[src/rtl/clk_ctrl_pkg.sv]
// Shared types and elaboration-time helpers for the clock-request controller.
package clk_ctrl_pkg;

    typedef enum logic [1:0] {
        OFF   = 2'd0,
        WAKE  = 2'd1,
        ON    = 2'd2,
        DRAIN = 2'd3
    } clk_ctrl_state_t;

    function automatic int max_int(input int a, input int b);
        return (a > b) ? a : b;
    endfunction

    // One timer serves both WAKE and DRAIN, so it is sized for the longer wait.
    function automatic int timer_width(input int wake_cyc, input int idle_cyc);
        return $clog2(max_int(wake_cyc, idle_cyc) + 1);
    endfunction

    function automatic bit clk_ctrl_params_ok(input int nreq, input int wake_cyc, input int idle_cyc);
        return (wake_cyc >= 1) && (idle_cyc >= 1) && (nreq >= 1) && (nreq <= 16);
    endfunction

endpackage

[src/rtl/clk_ctrl_timer.sv]
// Clearable up-counter with a terminal-count compare; done is high while the
// count equals the terminal value presented on tc.
module clk_ctrl_timer #(
    parameter int W = 3
) (
    input  logic         clk,
    input  logic         rst,
    input  logic         clr,
    input  logic         inc,
    input  logic [W-1:0] tc,
    output logic         done
);

    logic [W-1:0] cnt_q;

    // NOTE: sequential state uses non-blocking assignment so every flop
    // samples pre-edge values, independent of process evaluation order.
    always_ff @(posedge clk) begin
        if (rst || clr) begin
            cnt_q <= '0;
        end else if (inc) begin
            cnt_q <= cnt_q + 1'b1;
        end
    end

    assign done = (cnt_q == tc);

endmodule

[src/rtl/clk_req_ctrl.sv]
// Sequences a shared clock-source enable for NREQ requesters: wake-up delay
// before the first grant, grants while requested, idle timeout before shutdown.
module clk_req_ctrl
    import clk_ctrl_pkg::*;
#(
    parameter int NREQ     = 4,
    parameter int WAKE_CYC = 4,
    parameter int IDLE_CYC = 6
) (
    input  logic            clk,
    input  logic            rst,
    input  logic [NREQ-1:0] req,
    output logic [NREQ-1:0] ack,
    output logic            clk_en,
    output logic [31:0]     on_cnt
);

    if (!clk_ctrl_params_ok(NREQ, WAKE_CYC, IDLE_CYC)) begin : g_param_err
        $error("clk_req_ctrl: NREQ must be 1..16, WAKE_CYC and IDLE_CYC >= 1");
    end

    localparam int          TW      = timer_width(WAKE_CYC, IDLE_CYC);
    localparam logic [TW-1:0] WAKE_TC = TW'(WAKE_CYC - 1);
    localparam logic [TW-1:0] IDLE_TC = TW'(IDLE_CYC - 1);

    clk_ctrl_state_t state_q, state_d;
    logic [NREQ-1:0] ack_q, ack_d;
    logic            clk_en_q, clk_en_d;
    logic [31:0]     on_cnt_q, on_cnt_d;
    logic            tmr_clr, tmr_inc, tmr_done;
    logic [TW-1:0]   tmr_tc;

    assign tmr_tc = (state_q == WAKE) ? WAKE_TC : IDLE_TC;

    clk_ctrl_timer #(.W(TW)) u_timer (
        .clk  (clk),
        .rst  (rst),
        .clr  (tmr_clr),
        .inc  (tmr_inc),
        .tc   (tmr_tc),
        .done (tmr_done)
    );

    always_ff @(posedge clk) begin
        if (rst) begin
            state_q  <= OFF;
            ack_q    <= '0;
            clk_en_q <= 1'b0;
            on_cnt_q <= '0;
        end else begin
            state_q  <= state_d;
            ack_q    <= ack_d;
            clk_en_q <= clk_en_d;
            on_cnt_q <= on_cnt_d;
        end
    end

    // NOTE: every signal driven here gets a default first, so no path can
    // leave it unassigned and infer a latch.
    always_comb begin
        state_d = state_q;
        tmr_clr = 1'b0;
        tmr_inc = 1'b0;
        unique case (state_q)
            OFF: begin
                if (|req) begin
                    state_d = WAKE;
                    tmr_clr = 1'b1;
                end
            end
            WAKE: begin
                // Wake-up always runs to completion, even if req is withdrawn.
                if (tmr_done) begin
                    state_d = ON;
                    tmr_clr = 1'b1;
                end else begin
                    tmr_inc = 1'b1;
                end
            end
            ON: begin
                if (req == '0 && ack_q == '0) begin
                    state_d = DRAIN;
                    tmr_clr = 1'b1;
                end
            end
            DRAIN: begin
                // A new request beats an expiring idle timer.
                if (|req) begin
                    state_d = ON;
                    tmr_clr = 1'b1;
                end else if (tmr_done) begin
                    state_d = OFF;
                    tmr_clr = 1'b1;
                end else begin
                    tmr_inc = 1'b1;
                end
            end
            default: begin
                state_d = OFF;
            end
        endcase
    end

    always_comb begin
        clk_en_d = (state_d != OFF);
        ack_d    = (state_q == ON) ? req : (ack_q & req);
        on_cnt_d = (clk_en_q && on_cnt_q != 32'hFFFF_FFFF) ? on_cnt_q + 32'd1 : on_cnt_q;
    end

    assign ack    = ack_q;
    assign clk_en = clk_en_q;
    assign on_cnt = on_cnt_q;

endmodule

[config.mk]
export PLATFORM = sky130hd
export DESIGN_NAME = clk_req_ctrl
export DESIGN_NICKNAME = d
export VERILOG_FILES = /design/src/rtl/clk_ctrl_pkg.sv /design/src/rtl/clk_ctrl_timer.sv /design/src/rtl/clk_req_ctrl.sv
export SDC_FILE = /design/constraint.sdc
export NUM_CORES = 1
export LEC_CHECK = 0
export CAP_MARGIN = 20
export CORE_ASPECT_RATIO = 1.4
export CORE_UTILIZATION = 56
export CTS_BUF_LIST = sky130_fd_sc_hd__clkbuf_2 sky130_fd_sc_hd__clkbuf_4 sky130_fd_sc_hd__clkbuf_8
export CTS_CLUSTER_DIAMETER = 200
export DETAILED_ROUTE_END_ITERATION = 8
export GPL_ROUTABILITY_DRIVEN = 0
export HOLD_SLACK_MARGIN = 0.1
export PLACE_DENSITY_LB_ADDON = 0.25
export SETUP_SLACK_MARGIN = 0.02
export SLEW_MARGIN = 40
export SYNTH_ARGS = -nofsm -noshare
export SYNTH_HDL_FRONTEND = slang
export SYNTH_SLANG_ARGS = --single-unit
[constraint.sdc]
create_clock -name clk -period 3.5 [get_ports clk]
set_input_delay 0.525 -clock clk [delete_from_list [all_inputs] [get_ports clk]]
set_output_delay 0.525 -clock clk [all_outputs]
set_load 0.02 [all_outputs]
==> impl_metrics.py <==
metrics = {
    "synthesis": {
        "yosysWarnings": 0,
        "synth-edff-count": 0,
        "synthArstFlopShare": 0,
        "synth_compound_area_frac": 0.1929,
        "syn_inst": 248,
        "syn_nets": 256,
        "synthFlopType": "dfxtp_1",
        "yosysTopAreaCell": "dfxtp_1",
        "yosys.area_share.simple": 0.3222,
        "syn_area_per_cell_um2": 8.188,
        "yosysUniqueCellTypes": 35,
        "netlist_top_cells_area": "dfxtp_1 (41%), or3_1 (8.0%), a21oi_1 (7.4%), o21ai_0 (6.2%), nor2_1 (3.9%)",
        "yosys_register_bits": 42,
        "synth_xor_area_frac": 0.02588,
        "ys_seq_area_frac": 0.4140,
        "synthMuxAreaShare": 0.009858,
        "synth_adder_area_share": 0.01232,
        "synth_area_um2": 2031,
        "netlist.area_leader.share": 0.4140,
        "synth_top_family_by_area": "simple AND/OR/NAND/NOR gates",
    },
    "routing": {
        "firstDrtPassIters": 4,
        "post_drt_via_cell_ratio": 6.066,
        "drt_wl_total_um": 4495,
        "vias": 2026,
        "drt_iter0_drc": 56,
        "drc_errors": 0,
        "wl_per_cell_um": 13.46,
        "detail-route-antenna-nets": 0,
    },
    "pwr": {
        "irDropWorstVdd_v": 0.0003558,
        "p_leak_uw": 0.0008122,
        "p_per_area_nw_per_um2": 331.6,
    },
    "job": {
        "max_cap_viol_count": 0,
    },
    "grt": {
        "busiest_layer": "met2",
        "grt_max_degree": 23,
        "grt-ovfl-total": 0,
        "antenna_found_initial": 0,
        "grt_util_met3": 0.06418,
        "first_global_vias": 1792,
        "met2_usage": 0.4655,
        "grtUsageTotal": 0.2546,
        "grt_util_met1": 0.2752,
        "grt_first_pass_wirelength_um": 7424,
    },
    "timing": {
        "clock_skew_ns": 0.003892,
        "tightest_slew_ns": 0.8088,
        "finalCriticalPeriod_ns": 2.319,
        "fmax_mhz": 431.2,
        "hold_viol": 0,
        "setup_viol": 0,
        "worst_slack_ns": 1.181,
        "setup_tns_ns": 0,
        "final_max_slew_viol_count": 0,
        "period_share": 0.6626,
        "slew_headroom": 0.4591,
        "rsz0062_at_grt": "false",
    },
    "clock_tree": {
        "cts_tree": "built",
        "clkTransAtPathRegs_ns": 0.08,
        "h-tree-depth": 2,
        "cts_buffers": 5,
        "clk_latency_ns": 0.29,
        "cts_hold_buf": 0,
        "root_buffer": "clkbuf_8",
        "clockBufferDepth": 2,
        "clock_sinks": 42,
        "post_cts_buffers": 0,
        "cts_resized": 0,
    },
    "worst_hold_path": {
        "worstHoldPathType": "flip-flop to flip-flop",
        "hp-start": "on_cnt[16]",
    },
    "floorplan": {
        "std_cell_rows": 25,
        "die-height_um": 73.25,
        "io_pins": 43,
        "die_w_um": 52.90,
        "core_area_um2": 3410,
        "dieArea_um2": 3875,
        "start_util": 0.5956,
    },
    "finish": {
        "postLayoutCoreUtil": 0.7615,
        "area_growth_pct": 27.85,
        "diodes": 0,
        "final_nets": 301,
        "drive_gt1_frac": 0.05782,
        "n_fill_cell": 257,
        "layout.cells.most_common_list": "dfxtp_1 (42), clkdlybuf4s50_1 (42), a21oi_1 (30)",
        "post-route-cell-area_um2": 2596,
        "instances_no_fill": 334,
    },
    "place": {
        "portBuffers": 42,
        "dpl.hpwl_um": 3276,
        "dpl_cell_area_um2": 2496,
        "dp_cells": 326,
        "dp_slack_ns": 0.9158,
    },
    "status": {
        "status": "finished clean",
    },
    "critical_path": {
        "worstSetupPathType": "flip-flop to flip-flop",
        "critPathLaunchType": "flip-flop",
        "critPathCaptureType": "flip-flop",
        "cp_data_arrival_time_ns": 2.46,
        "worstPathMaxFanout": 8,
        "setup.worst_path.start": "on_cnt[0]",
        "worst_ep_required_time_ns": 3.65,
        "r2r_start": "on_cnt[0]",
    },
}
## metal layers
metal / wire [um] / vias to the layer above
met1: 1920 / 950
li1: - / 1018
met5: 0 / -
met2: 2338 / 50
met3: 156 / 8
met4: 80 / 0
## layout make-up
type                       instances  area (um^2)  area share
tap                               40        50.05     0.01928
clock inverter                     1        5.005    0.001928
clock buffer                       7        90.09     0.03470
timing repair buffer              45        442.9      0.1706
inverter                           5        18.77    0.007229
multi-input combinational        194         1149      0.4424
sequential                        42        840.8      0.3239
## critical path, cell delays in order, from the launching register on
cell and delay, ns:
dfxtp_1 0.41, ha_1 0.21, and4_1 0.32, nand4_1 0.24, o31ai_1 0.58, buf_4 0.25, or3_1 0.11, a21oi_1 0.05
## final timing paths
kind / end / cells after the start / slack, ns
worst max-delay path: on_cnt[15] / 7 / 1.18
worst max register to register: on_cnt[15] / 7 / 1.18
worst min register to register: on_cnt[16] / 2 / 0.51
worst min-delay path: on_cnt[16] / 2 / 0.51
## power by group
group	internal, uW	switching [uW]	total (uW)
sequential	483	7.17	490
clock	167	157	324
combinational	21.5	25.3	46.8
## cells in the mapped netlist, drive strengths merged, types with 2 or more instances
cell    instances
inv             5
nor4            5
nand2          16
o211ai          2
a21oi          30
ha              2
mux2i           2
or2             2
nor3b           4
nand3          12
xor2            4
dfxtp          42
clkbuf          6
and4            6
nor3            3
o31ai           3
nand4          10
and3            5
xnor2           2
o21ai          25
or4             4
or3            26
o21bai          2
nor2           21
## metrics by stage
stage | hold slack [ns] | total power (uW)
after floorplan | 0.5295 | 527.3
after detailed placement | 0.4993 | 547.8
after global placement | 0.4837 | 546.8
after global routing | 0.5408 | 894.6
after CTS | 0.5122 | 868.7
final | 0.5053 | 860.8
## sequential cells by signal, summed over array words and instances (netlist names)
| signal | count |
|---|---|
| state_q | 2 |
| u_timer.cnt_q | 3 |
| on_cnt | 32 |
| ack | 4 |
| clk_en | 1 |
## cell families (layout without fill, tap and decap cells)
logic type,Yosys count,count (layout)
buffers and inverters,12,58
multiplexers,2,2
adder cells (fa/ha/maj),2,2
XOR/XNOR,6,6
AND/OR/NAND/NOR,116,116
flip-flops,42,42
AO/OA/AOI/OAI,68,68
Note: power is estimated with default switching activity, not from simulation.
